===== src/rtl/mem_access_unit_if.sv =====
// mem_access_unit_if: MEM-stage request/response and dmem port bundle
// slave modport: the access unit; master modport: pipeline plus dmem side.
interface mem_access_unit_if;
  logic        req_valid;
  logic        req_we;
  logic [1:0]  req_size;
  logic        req_unsigned;
  logic [7:0]  req_addr;
  logic [31:0] req_wdata;
  logic        stall;
  logic        resp_valid;
  logic [31:0] resp_rdata;
  logic        misalign;
  logic        mem_wr;
  logic [5:0]  mem_addr;
  logic [31:0] mem_din;
  logic [31:0] mem_dout;
  modport slave (
    input  req_valid, req_we, req_size, req_unsigned, req_addr, req_wdata, mem_dout,
    output stall, resp_valid, resp_rdata, misalign, mem_wr, mem_addr, mem_din
  );
  modport master (
    output req_valid, req_we, req_size, req_unsigned, req_addr, req_wdata, mem_dout,
    input  stall, resp_valid, resp_rdata, misalign, mem_wr, mem_addr, mem_din
  );
endinterface


===== src/rtl/mem_access_unit.sv =====
// mem_access_unit: byte/half/word load-store unit in front of a 64x32 word memory
// Ports: clk, rst_n (async active-low), bus (mem_access_unit_if.slave):
//   req_* request in, stall/resp_* out, mem_wr/mem_addr/mem_din/mem_dout dmem port.
// Option: MEM_ACCESS_MISALIGN_TRAP_EN traps misaligned half/word accesses.
module mem_access_unit (
  input logic              clk,
  input logic              rst_n,
  mem_access_unit_if.slave bus
);
  typedef enum logic {IDLE, MERGE} state_t;
  state_t      state;
  logic [31:0] mbuf;
  logic [5:0]  alat;
  logic        is_word, is_half, is_byte, mis, acc;
  logic [4:0]  sh;
  logic [31:0] mask, wsh, ext;
  logic [15:0] lane;
  always_comb begin
    is_word = bus.req_size[1];
    is_half = bus.req_size == 2'b01;
    is_byte = bus.req_size == 2'b00;
`ifdef MEM_ACCESS_MISALIGN_TRAP_EN
    mis = (is_half & bus.req_addr[0]) | (is_word & |bus.req_addr[1:0]);
`else
    mis = 1'b0;
`endif
    acc = state == IDLE && bus.req_valid && !mis;
    // half lanes ignore addr[0], so an odd halfword address picks lane addr[1]
    sh = is_byte ? {bus.req_addr[1:0], 3'b000} : {bus.req_addr[1], 4'b0000};
    mask = (is_byte ? 32'h0000_00ff : 32'h0000_ffff) << sh;
    wsh = bus.req_wdata << sh;
    lane = 16'(bus.mem_dout >> sh);
    ext = is_word ? bus.mem_dout
        : is_half ? {{16{~bus.req_unsigned & lane[15]}}, lane}
        : {{24{~bus.req_unsigned & lane[7]}}, lane[7:0]};
    bus.stall = acc && bus.req_we && !is_word;
    // combinational so an async reset in MERGE kills the pending write at once
    bus.mem_wr = state == MERGE || (acc && bus.req_we && is_word);
    bus.mem_addr = state == MERGE ? alat : bus.req_addr[7:2];
    bus.mem_din = state == MERGE ? (mbuf & ~mask) | (wsh & mask) : bus.req_wdata;
  end
  always_ff @(posedge clk or negedge rst_n)
    if (!rst_n) begin
      state <= IDLE;
      bus.resp_valid <= 1'b0;
      bus.resp_rdata <= '0;
      bus.misalign <= 1'b0;
      mbuf <= '0;
      alat <= '0;
    end else if (state == MERGE) begin
      state <= IDLE;
      bus.resp_valid <= 1'b1;
      bus.resp_rdata <= '0;
      bus.misalign <= 1'b0;
    end else begin
      bus.resp_valid <= bus.req_valid && !bus.stall;
      bus.misalign <= bus.req_valid && mis;
      if (bus.req_valid) bus.resp_rdata <= acc && !bus.req_we ? ext : '0;
      if (bus.stall) begin
        state <= MERGE;
        mbuf <= bus.mem_dout;
        alat <= bus.req_addr[7:2];
      end
    end
endmodule

===== src/flat_wrapper.sv =====
// flat-port wrapper written by rule: the top's interface ports become plain ports
module mem_access_unit_flat 
  (clk, rst_n, bus_req_valid, bus_req_we, bus_req_size, bus_req_unsigned, bus_req_addr, bus_req_wdata, bus_mem_dout, bus_stall, bus_resp_valid, bus_resp_rdata, bus_misalign, bus_mem_wr, bus_mem_addr, bus_mem_din);
  mem_access_unit_if bus_i ();
  input logic clk;
  input logic rst_n;
  input wire logic [$bits(bus_i.req_valid)-1:0] bus_req_valid;
  input wire logic [$bits(bus_i.req_we)-1:0] bus_req_we;
  input wire logic [$bits(bus_i.req_size)-1:0] bus_req_size;
  input wire logic [$bits(bus_i.req_unsigned)-1:0] bus_req_unsigned;
  input wire logic [$bits(bus_i.req_addr)-1:0] bus_req_addr;
  input wire logic [$bits(bus_i.req_wdata)-1:0] bus_req_wdata;
  input wire logic [$bits(bus_i.mem_dout)-1:0] bus_mem_dout;
  output wire logic [$bits(bus_i.stall)-1:0] bus_stall;
  output wire logic [$bits(bus_i.resp_valid)-1:0] bus_resp_valid;
  output wire logic [$bits(bus_i.resp_rdata)-1:0] bus_resp_rdata;
  output wire logic [$bits(bus_i.misalign)-1:0] bus_misalign;
  output wire logic [$bits(bus_i.mem_wr)-1:0] bus_mem_wr;
  output wire logic [$bits(bus_i.mem_addr)-1:0] bus_mem_addr;
  output wire logic [$bits(bus_i.mem_din)-1:0] bus_mem_din;
  assign bus_i.req_valid = bus_req_valid;
  assign bus_i.req_we = bus_req_we;
  assign bus_i.req_size = bus_req_size;
  assign bus_i.req_unsigned = bus_req_unsigned;
  assign bus_i.req_addr = bus_req_addr;
  assign bus_i.req_wdata = bus_req_wdata;
  assign bus_i.mem_dout = bus_mem_dout;
  assign bus_stall = bus_i.stall;
  assign bus_resp_valid = bus_i.resp_valid;
  assign bus_resp_rdata = bus_i.resp_rdata;
  assign bus_misalign = bus_i.misalign;
  assign bus_mem_wr = bus_i.mem_wr;
  assign bus_mem_addr = bus_i.mem_addr;
  assign bus_mem_din = bus_i.mem_din;
  mem_access_unit u_core (.clk(clk), .rst_n(rst_n), .bus(bus_i));
endmodule

===== config.mk =====
export PLATFORM = sky130hd
export DESIGN_NAME = mem_access_unit_flat
export DESIGN_NICKNAME = d
export VERILOG_FILES = /design/src/rtl/mem_access_unit_if.sv /design/src/rtl/mem_access_unit.sv /design/src/flat_wrapper.sv
export SDC_FILE = /design/constraint.sdc
export NUM_CORES = 1
export LEC_CHECK = 0
export ABC_CLOCK_PERIOD_IN_PS = 2400
export BUFFER_PORTS_ARGS = -buffer_cell sky130_fd_sc_hd__buf_2
export CAP_MARGIN = 20
export CORE_MARGIN = 10
export CORE_UTILIZATION = 40
export DETAILED_ROUTE_END_ITERATION = 7
export GPL_TIMING_DRIVEN = 0
export PLACE_DENSITY = 0.69
export SLEW_MARGIN = 10
export SYNTH_ARGS = -nofsm -noshare
export SYNTH_HDL_FRONTEND = slang
export SYNTH_SLANG_ARGS = --single-unit

===== constraint.sdc =====
create_clock -name clk -period 2.4 [get_ports clk]
set_input_delay 0.48 -clock clk [delete_from_list [all_inputs] [get_ports clk]]
set_output_delay 0.48 -clock clk [all_outputs]
set_load 0.01 [all_outputs]

[Word-level counts from Yosys, hierarchy flattened]
Cells that the tools add are included.
Word-level totals
  flip-flop bits (word level): 72
  input bits: 79
  output and inout bits: 74
  logic and storage cells: 42
Operators by class
  equality and inequality tests: 1
  shift-type cells: 3
  multiplexer cells: 12
  bitwise logic cells: 8
  reduce and logical (&&, ||, !) cells: 13
Operators by type and width (count)
  two-way mux 32 bit: 6
  AND 32 bit: 2
  NOT 32 bit: 1
  OR 32 bit: 1
  << shifter 16 x 5 -> 32 bit: 1
  << shifter 32 x 5 -> 32 bit: 1
  right shift 32 x 5 -> 16 bit: 1
  two-way mux 16 bit: 1
  logical AND 1 bit: 6
  two-way mux 6 bit: 1
  two-way mux 4 bit: 1
  logical NOT 1 bit: 3
  two-way mux 1 bit: 3
  AND 1 bit: 2
  == test 2 x 1 -> 1 bit, second input constant: 1
  logical NOT 2 bit: 1
  NOT 1 bit: 2
  AND reduction 2 bit: 1
  nonzero test 2 bit: 1
  logical OR 1 bit: 1

[Longest topological paths before layout]
Gate-level depths: netlist (run 1).
  word-level depth: 9
  gate-level depth with buffers: 7
  mapped depth without buffers: 4

[Worst setup path after synthesis (run 1)]
Ideal clock, no wire load.
  path kind: in2out
  start: in bus_req_size[0]
  end: out bus_mem_din[24]
  arrival time: 1793 ps
  required time: 1920 ps
  setup slack: 127 ps
  stages on the path: 7
  path buffers: 3
  cells stage by stage: buf_2 -> or3b_1 -> clkbuf_1 -> clkbuf_1 -> nand2_1 -> a21oi_1 -> a221o_1
Between the ends
  cells in the longest elaborated chain, start to end: 7
  elaborated cells between the ends (all ways): 10
  those cells by class: shift (2); mux (3); bitwise (4); reduce/logical (1)
Ends and longest elaborated chain
  from (decl): line flat_wrapper.sv:9  | input wire logic [$bits(bus_i.req_size)-1:0] bus_req_size;
  logical NOT 2 bit *: line mem_access_unit.sv:21  | is_byte = bus.req_size == 2'b00;
  two-way mux 16 bit or two-way mux 4 bit (tied branches): line mem_access_unit.sv:30, mem_access_unit.sv:29
  << shifter 16 x 5 -> 32 bit: line mem_access_unit.sv:30  | mask = (is_byte ? 32'h0000_00ff : 32'h0000_ffff) << sh;
  NOT 32 bit: line mem_access_unit.sv:40  | bus.mem_din = state == MERGE ? (mbuf & ~mask) | (wsh & mask) : bus.req_wdata;
  AND 32 bit: line mem_access_unit.sv:40
  OR 32 bit *: line mem_access_unit.sv:40
  two-way mux 32 bit *: line mem_access_unit.sv:40
  to (decl): line flat_wrapper.sv:20  | output wire logic [$bits(bus_i.mem_din)-1:0] bus_mem_din;
Every way passes the cells marked *; elsewhere a longest branch is shown, timed or not.

[Worst setup path in the final report (run 1)]
  start: in bus_req_size[1]
  end: out bus_mem_din[31]
Same word-level chain as after synthesis.

==> out/results.ini, run 1 <==
[grt]
grt_pass1_vias = 3843
grt_use_met3 = 0.06763
grt_max_degree = 38
grtUsageMet2 = 0.3060
antenna_found_initial = 0
grt.total_usage = 0.1989
grt_overflow = 0
met1_usage = 0.2509
busiest_layer = met2
grt_pass1_wl_mm = 22.20

[flow_run]
maxCapViolCount = 0

[clocking]
h-tree-depth = 3
clk_path_buf_depth = 2
clkLatencyLatePin_ps = 340
clock-sinks = 72
cts_root_buf = clkbuf_8
cts_buffers = 9
ctsHoldBuffers = 0
clk_pin_slew_ps = 80
cts_tree = done

[min_path]
hold_class = in2async

[synth]
synth_area_per_cell_um2 = 10.74
ys_top_cells_by_count = 72 x dfrtp_1, 61 x mux2_2, 33 x a221o_1, 33 x nand2_1, 32 x a21oi_1
synth_nets = 437
synth.most_common_cell = dfrtp_1
syn_inst = 358
synth_cell_types = 33
synth_area_mm2 = 0.003846
async_flop_share = 1.000
yosysTopAreaCell = dfrtp_1
synth_ff_type = dfrtp_1
yosys-top-cells-area = dfrtp_1 47%, mux2_2 18%, a221o_1 8.6%
synth-seq-area-share = 0.4684
yosys_warnings = 0
netlist.area_leader.share = 0.4684
synth_edf_count = 0
synth_seq_cells = 72

[power_and_ir_drop]
peakVddDrop_uv = 279.2
powerDensity_mw_per_mm2 = 607.7
p_leak_uw = 0.002448

[cells_and_area]
postLayoutCoreUtil = 0.5394
area_growth_pct = 30.19
drive_gt1_frac = 0.4962
nets = 597
stdcell_count = 652

[timing]
hold_ws_ps = 90.96
rsz0062_at_grt = true
period_share = 0.9848
setup_viol_count_final = 0
drv_slew = 0
post-route-min-period_ps = 2363
report.final.hold_viol_count = 0
clock_skew_ps = 6.466
worst_pin_slew_ps = 520.7
relSlewSlack = 0.6516
max_freq_ghz = 0.4231
setup_ws_ps = 36.57

[floorplan]
start_util = 0.4143
pin_count = 153
die_h_um = 118.1
dieArea_mm2 = 0.01394
core_mm2 = 0.009284
num_rows = 35
die_w_um = 118.1

[setup_path]
cp-endpoint = bus_mem_din[31]
end_kind = primary output
path_class = in2out
r2r_start = u_core.state
arrival_ps = 1880
critPathLaunch = bus_req_size[1]
start_kind = primary input
reg2reg_depth = 6
required_ps = 1920
r2r-end = u_core.bus.resp_rdata[30]
reg2reg_setup_slack_ps = 430
cp_max_fo = 10

[detailed_routing]
drt_iter0_markers = 260
first_pass_iters = 5
vias = 3688
vias_per_cell = 5.656
ant_nets = 0
wirelength_mm = 14.19
wire_per_inst_um = 21.76
drc = 0

[placement]
dp_hpwl_mm = 11.04
port_buffers = 149
dp_cells = 637
place.gp.congestion = 0.9375
place_ws_ps = -377.5

[run_status]
status = finished clean

==> through the flow <==
step / instance area, um2 / power (uW) / TNS, ps
after global placement: 4753 / 2216 / -6237
final: 5007 / 3043 / 0
after detailed placement: 4776 / 2245 / -6311
after CTS: 4984 / 3054 / 0
after floorplan: 3846 / 1901 / 0
after global routing: 5005 / 3200 / -36.18
==> flip-flops by register name, summed over array words and instances, names as in the netlist <==
name and count:
u_core.mbuf 32, u_core.bus.resp_valid 1, u_core.bus.resp_rdata 32, u_core.alat 6, u_core.state 1
==> worst min path at each step <==
stage                   startpoint  cells past startpoint  slack (ps)                         to
floorplan                    rst_n                      0         180             u_core.alat[0]
global placement    u_core.alat[5]                      1         480             u_core.alat[5]
detailed placement           rst_n                      1         470  u_core.bus.resp_rdata[23]
CTS                          rst_n                      1         100  u_core.bus.resp_rdata[29]
global route                 rst_n                      1         120  u_core.bus.resp_rdata[29]
finish                       rst_n                      1          90  u_core.bus.resp_rdata[29]
==> logic make-up (layout without fill, tap and decap cells) <==
logic type	after synthesis	after routing	share of synthesized area
AO/OA/AOI/OAI	94	94	0.1831
AND/OR/NAND/NOR	87	87	0.1080
flip-flops	72	72	0.4684
multiplexers	70	70	0.2020
buffers and inverters	34	198	0.03741
other	1	2	0.0009750
==> per-layer routing <==
metal	part of all wire	routed length, um
met1	0.42	5929
met3	0.097	1378
met5	0	0
met4	0.025	350
met2	0.46	6531
==> cell usage in the layout (no fill, tap or decap), types with 2 or more instances in the layout <==
cell | Yosys | routed
buf_2 | 10 | 160
dfrtp_1 | 72 | 72
mux2_2 | 61 | 61
nand2_1 | 33 | 33
a221o_1 | 33 | 33
a21oi_1 | 32 | 31
nor2_1 | 25 | 25
clkbuf_8 | 0 | 10
mux2i_1 | 9 | 9
clkbuf_1 | 18 | 9
nand3_1 | 10 | 9
a32oi_1 | 9 | 9
a211oi_1 | 7 | 7
clkbuf_2 | 0 | 6
nor3_1 | 7 | 6
o22ai_1 | 6 | 6
buf_4 | 1 | 3
clkinv_2 | 0 | 3
inv_1 | 3 | 2
o21a_1 | 2 | 2
a22oi_1 | 2 | 2
nor2b_1 | 2 | 2
==> critical path, cell delays in order <==
cell and delay, ps:
buf_2 140, buf_2 190, nor3_2 300, or3_4 260, a21oi_1 50, a221o_1 300, buf_2 150
==> where the power goes <==
| group | total [uW] | internal (uW) | switching (uW) |
|---|---|---|---|
| combinational | 741 | 355 | 386 |
| sequential | 1490 | 1400 | 96.7 |
| clock | 809 | 365 | 444 |
==> cell type report <==
type	instances	area, um2
Clock buffer	11	131.4
Multi-Input combinational cell	252	1952
Timing Repair Buffer	151	775.7
Tap cell	129	161.4
Fill cell	868	4277
Antenna cell	1	2.502
Inverter	3	11.26
Sequential cell	72	1802
Buffer	29	148.9
Clock inverter	4	22.52
==> what timing repair did <==
action,in CTS,in global routing
setup buffers,1,0
endpoints found under the setup margin,35,24
pin swaps,1,0
gates resized for setup,17,14
(Power assumes the default switching activity.)
==> run 2: changes to the inputs <==
--- a/config.mk
+++ b/config.mk
@@ -6,12 +6,13 @@
 export NUM_CORES = 1
 export LEC_CHECK = 0
 export ABC_CLOCK_PERIOD_IN_PS = 2400
-export BUFFER_PORTS_ARGS = -buffer_cell sky130_fd_sc_hd__buf_2
+export BUFFER_PORTS_ARGS = -buffer_cell sky130_fd_sc_hd__buf_4
 export CAP_MARGIN = 20
 export CORE_MARGIN = 10
 export CORE_UTILIZATION = 40
 export DETAILED_ROUTE_END_ITERATION = 7
 export GPL_TIMING_DRIVEN = 0
+export HOLD_SLACK_MARGIN = 0.02
 export PLACE_DENSITY = 0.69
 export SLEW_MARGIN = 10
 export SYNTH_ARGS = -nofsm -noshare
==> run 2 against run 1 <==
  * Hold slack gained 160 ps
  * Sequential cell count unchanged
  * Via count down 1.3%
  * Clock power increased by 36%
  * Largest cell class unchanged
  * Largest power group unchanged
==> out/results.ini, run 2 (synthesized netlist as in run 1, its figures left out) <==
[run_status]
status = finished clean

[power_and_ir_drop]
peakVddDrop_uv = 286.3
powerDensity_mw_per_mm2 = 632.2
p_leak_uw = 0.002573

[detailed_routing]
vias = 3639
first_pass_iters = 5
wirelength_mm = 14.50
ant_nets = 0
drc = 0
wire_per_inst_um = 22.28
drt_iter0_markers = 343
vias_per_cell = 5.590

[timing]
drv_slew = 0
hold_ws_ps = 255.7
setup_viol_count_final = 0
report.final.hold_viol_count = 0
clock_skew_ps = 9.771
post-route-min-period_ps = 2356
period_share = 0.9816
setup_ws_ps = 44.11
max_freq_ghz = 0.4245
worst_pin_slew_ps = 919.1
relSlewSlack = 0.3873

[setup_path]
r2r-end = u_core.bus.resp_rdata[30]
cp_slowest_cell = or3b_4
crit_chain = buf_2 -> or3b_4 -> clkbuf_8 -> nand2_1 -> a21oi_1 -> a221o_1 -> buf_4
reg2reg_depth = 6
crit_path_max_incr_delay_ps = 470
path_class = in2out
path_buf_inv = 3
end_kind = primary output
crit_family = simple AND/OR/NAND/NOR gates
arrival_ps = 1880
required_ps = 1920
r2r_start = u_core.state
cp_max_fo = 10
start_kind = primary input
reg2reg_setup_slack_ps = 410

[cells_and_area]
nFillCells = 860
final_common_cell = buf_4
nets = 596
mostFrequentLayoutCells = 151 x buf_4, 72 x dfrtp_1, 61 x mux2_2, 33 x nand2_1, 33 x a221o_1
area_growth_pct = 41.12
drive_gt1_frac = 0.4962
reg_top3 = u_core.bus.resp_rdata x32, u_core.mbuf x32, u_core.alat x6
postLayoutCoreUtil = 0.5846
num_antenna_cells = 0

[placement]
dp_hpwl_mm = 11.16
place.gp.congestion = 0.8944
port_buffers = 149
place_ws_ps = -347.7

[clocking]
clk_path_buf_depth = 2
clock-sinks = 72
clkLatencyLatePin_ps = 350
clk_pin_slew_ps = 80
ctsHoldBuffers = 0
cts_tree = done
cts_root_buf = clkbuf_8
cts_buffers = 9
h-tree-depth = 3

[grt]
grt.total_usage = 0.1999
grt_pass1_wl_mm = 22.14
grt_max_degree = 73
antenna_found_initial = 0
grt_pass1_vias = 3805
grt_overflow = 0

[min_path]
hold_class = in2async

[floorplan]
dieArea_mm2 = 0.01394
start_util = 0.4143
core_mm2 = 0.009284
pin_count = 153
die_w_um = 118.1
die_h_um = 118.1
num_rows = 35

[flow_run]
maxCapViolCount = 0

## run 2: cell count changes in the layout (fill, tap and decap cells not counted), sizes merged
cell and delta:
buf -1, bufinv +2, clkbuf -1, clkinv -1, clkinvlp +1, diode -1
## run 2: what timing repair did
action / CTS / global route
setup buffers: 1 / 0
pin swaps: 1 / 0
endpoints found under the hold margin: 0 / 0
gates cloned: 0 / 0
setup endpoints to repair: 35 / 22
resized for setup: 19 / 9
## run 2: layout make-up
class                   instances  area [um2]  area share
clock inverters                 6       92.59     0.01706
repair buffers                150        1126      0.2075
well taps                     129       161.4     0.02974
plain buffers                  29       148.9     0.02743
flip-flops and latches         72        1802      0.3320
clock buffers                  10       137.6     0.02536
inverters                       3       11.26    0.002075
multi-input cells             252        1948      0.3589
## run 2: per-layer routing
layer  vias to the layer above  wire, um  GRT usage
met2                       181      7005     0.3265
met3                        16      1262    0.05707
met5                         -         0          0
li1                       1661         -          -
met1                      1781      6034     0.2471
met4                         0       200    0.06414
## run 2: report_power, final
group	total, uW	switching, uW	internal (uW)
Clock	1100	486	617
Combinational	830	390	440
Sequential	1500	102	1400
## run 2: per-stage QoR
step,instances,total power [uW],cell area (um2),TNS (ps)
detailed placement,636,2340,5126,-6591
finish,651,3432,5428,0
CTS,651,3449,5414,0
floorplan,358,1901,3846,0
global placement,636,2313,5126,-6496
global route,651,3573,5428,-2.678
## run 2: worst max path at each step
| stage | startpoint | end | slack (ps) | depth (start not counted) |
|---|---|---|---|---|
| 2_1_floorplan | bus_req_size[0] | bus_mem_din[24] | 130 | 7 |
| 3_3_place_gp | bus_req_addr[1] | bus_mem_din[7] | -350 | 5 |
| 3_5_place_dp | bus_req_addr[1] | bus_mem_din[7] | -350 | 5 |
| 4_1_cts | bus_req_size[0] | bus_mem_din[19] | 30 | 6 |
| 5_1_grt | bus_req_size[0] | bus_mem_din[28] | -1 | 7 |
| 6_report | bus_req_size[0] | bus_mem_din[31] | 40 | 7 |
## run 2: worst reg2reg max path: cells and delay by family (launching register included)
kind / cells / cell delay [ps]
simple gates: 3 / 870
flops: 1 / 420
buf+inv: 2 / 510
compound gates: 1 / 140
==> run 3: changes to the inputs <==
--- a/config.mk
+++ b/config.mk
@@ -5,11 +5,12 @@
 export SDC_FILE = /design/constraint.sdc
 export NUM_CORES = 1
 export LEC_CHECK = 0
-export ABC_CLOCK_PERIOD_IN_PS = 2400
+export ABC_CLOCK_PERIOD_IN_PS = 3000
 export BUFFER_PORTS_ARGS = -buffer_cell sky130_fd_sc_hd__buf_4
 export CAP_MARGIN = 20
 export CORE_MARGIN = 10
 export CORE_UTILIZATION = 40
+export CTS_BUF_LIST = sky130_fd_sc_hd__clkbuf_16
 export DETAILED_ROUTE_END_ITERATION = 7
 export GPL_TIMING_DRIVEN = 0
 export HOLD_SLACK_MARGIN = 0.02
==> constraint.sdc (replaced) <==
create_clock -name clk -period 3 [get_ports clk]
set_input_delay 0.6 -clock clk [delete_from_list [all_inputs] [get_ports clk]]
set_output_delay 0.6 -clock clk [all_outputs]
set_load 0.01 [all_outputs]
==> run 3 against run 2 <==
  * First-iteration DRC count is 9.3% lower
  * Hold slack better by 150 ps
  * Core utilization is 0.36 points higher
  * Setup slack better by 80 ps
  * Global-route usage hardly changed
  * Sequential cell count stayed put
  * Sequential share of layout area is 0.21 points lower
  * Wire length is 0.24% higher
  * Register-to-register slack better by 600 ps
  * Final cell count is 0.15% higher
  * Power is 12% lower
  * Critical endpoint unchanged
==> out/results.ini, run 3 (synthesized netlist as in run 1, its figures left out) <==
[detailed_routing]
wire_per_inst_um = 22.30
wl_met1_mm = 5.995
first_pass_iters = 5
ant_nets = 0
drc = 0
vias = 3676
wl_met3_mm = 1.308
wl_met2_mm = 6.975
wirelength_mm = 14.54
drt_iter0_markers = 311
routed.top_layer = met4
vias_per_cell = 5.638

[grt]
grt_overflow = 0
grt_max_degree = 73
grt_pass1_vias = 3789
grt_pass1_wl_mm = 22.10
grt.total_usage = 0.1999
antenna_found_initial = 0

[setup_path]
path_class = in2out
arrival_ps = 2280
required_ps = 2400
reg2reg_setup_slack_ps = 1010
start_kind = primary input
cp_max_fo = 10
end_kind = primary output

[timing]
clock_skew_ps = 3.939
setup_viol_count_final = 0
post-route-min-period_ps = 2876
period_share = 0.9585
worst_pin_slew_ps = 909.4
report.final.hold_viol_count = 0
max_freq_ghz = 0.3478
finalSetupTns_ps = 0
drv_slew = 0
relSlewSlack = 0.3937
rsz0062_at_grt = false

[power_and_ir_drop]
powerDensity_mw_per_mm2 = 551.9
power_frac_comb = 0.218
pwr-share-clk = 0.384
p_leak_uw = 0.002570
intPower_uw = 2194
p_seq_frac = 0.398
swShare = 0.2721
switchingPower_uw = 820.1
peakVddDrop_uv = 268.1

[clocking]
clk_path_buf_depth = 2
cts_tree = done
h-tree-depth = 3
clock-sinks = 72
post-cts-setup-buffers = 0
cts_buffers = 9
clk_pin_slew_ps = 60
clkLatencyLatePin_ps = 330
cts_root_buf = clkbuf_16

[placement]
dp_cells = 636
placedInstanceArea_mm2 = 0.005126
place.gp.congestion = 0.8944
port_buffers = 149
dp_hpwl_mm = 11.16

[cells_and_area]
multiInputGateArea_mm2 = 0.001913
mostFrequentLayoutCells = 150 x buf_4, 72 x dfrtp_1, 61 x mux2_2, 33 x nand2_1, 33 x a221o_1
area_growth_pct = 42.00
final_common_cell = buf_4
nFillCells = 858
fin_area_mm2 = 0.005461
reg_top3 = u_core.bus.resp_rdata x32, u_core.mbuf x32, u_core.alat x6
nets = 597
stdcell_count = 652
postLayoutCoreUtil = 0.5883
drive_gt1_frac = 0.4685
num_antenna_cells = 0
ff_latch_area_mm2 = 0.001802

[floorplan]
pin_count = 153
die_w_um = 118.1
core_mm2 = 0.009284
dieArea_mm2 = 0.01394
start_util = 0.4143
num_rows = 35
die_h_um = 118.1

[min_path]
hold_class = in2async

[flow_run]
maxCapViolCount = 0

[run_status]
status = finished clean

run 3: layout make-up:
type | count | area share
Multi-Input combinational cell | 252 | 0.3503
Sequential cell | 72 | 0.3299
Timing Repair Buffer | 149 | 0.2048
Clock buffer | 9 | 0.04124
Tap cell | 129 | 0.02955
Buffer | 31 | 0.02451
Clock inverter | 7 | 0.01764
Inverter | 3 | 0.002062
run 3: final timing paths:
| check | start | end | cells after the start |
|---|---|---|---|
| max | bus_req_size[0] | bus_mem_din[31] | 8 |
| min | rst_n | u_core.bus.resp_rdata[22] | 1 |
| max reg2reg | u_core.state | u_core.bus.resp_rdata[30] | 6 |
| min reg2reg | u_core.alat[5] | u_core.alat[5] | 1 |
| max in group asynchronous | rst_n | u_core.mbuf[8] | 1 |
| min in group clk | u_core.alat[5] | u_core.alat[5] | 1 |
run 3: repair_timing:
item                       in CTS  in global routing
resized for setup               1                  4
setup endpoints to repair       1                  8
pin swaps                       0                  0
hold buffers                    0                  0
run 3: metal layers:
| layer | up-vias | track usage |
|---|---|---|
| met5 | - | 0 |
| met4 | 0 | 0.06414 |
| met3 | 21 | 0.06811 |
| met2 | 194 | 0.3234 |
| met1 | 1793 | 0.2431 |
| li1 | 1668 | - |
run 3: power by group through the flow:
stage | clock [uW] | combinational (uW) | sequential (uW)
floorplan | 0 | 309 | 1210
global placement | 0 | 643 | 1210
detailed placement | 0 | 656 | 1220
CTS | 1160 | 661 | 1200
global route | 1210 | 708 | 1220
finish | 1160 | 657 | 1200
run 3: critical path, cell delays in order:
cell and delay, ps:
buf_2 160, or3b_1 380, clkbuf_1 190, clkbuf_1 290
nand2_1 130, a21oi_1 70, a221o_1 300, buf_4 150
run 3: stage by stage:
stage               worst slack [ps]  hold WS, ps  total power [uW]
floorplan                      487.2        304.4              1521
global placement               12.15        484.1              1851
global route                   3.432        485.2              3133
CTS                            10.98        443.8              3020
detailed placement             12.31        492.2              1872
finish                         124.5        405.6              3014
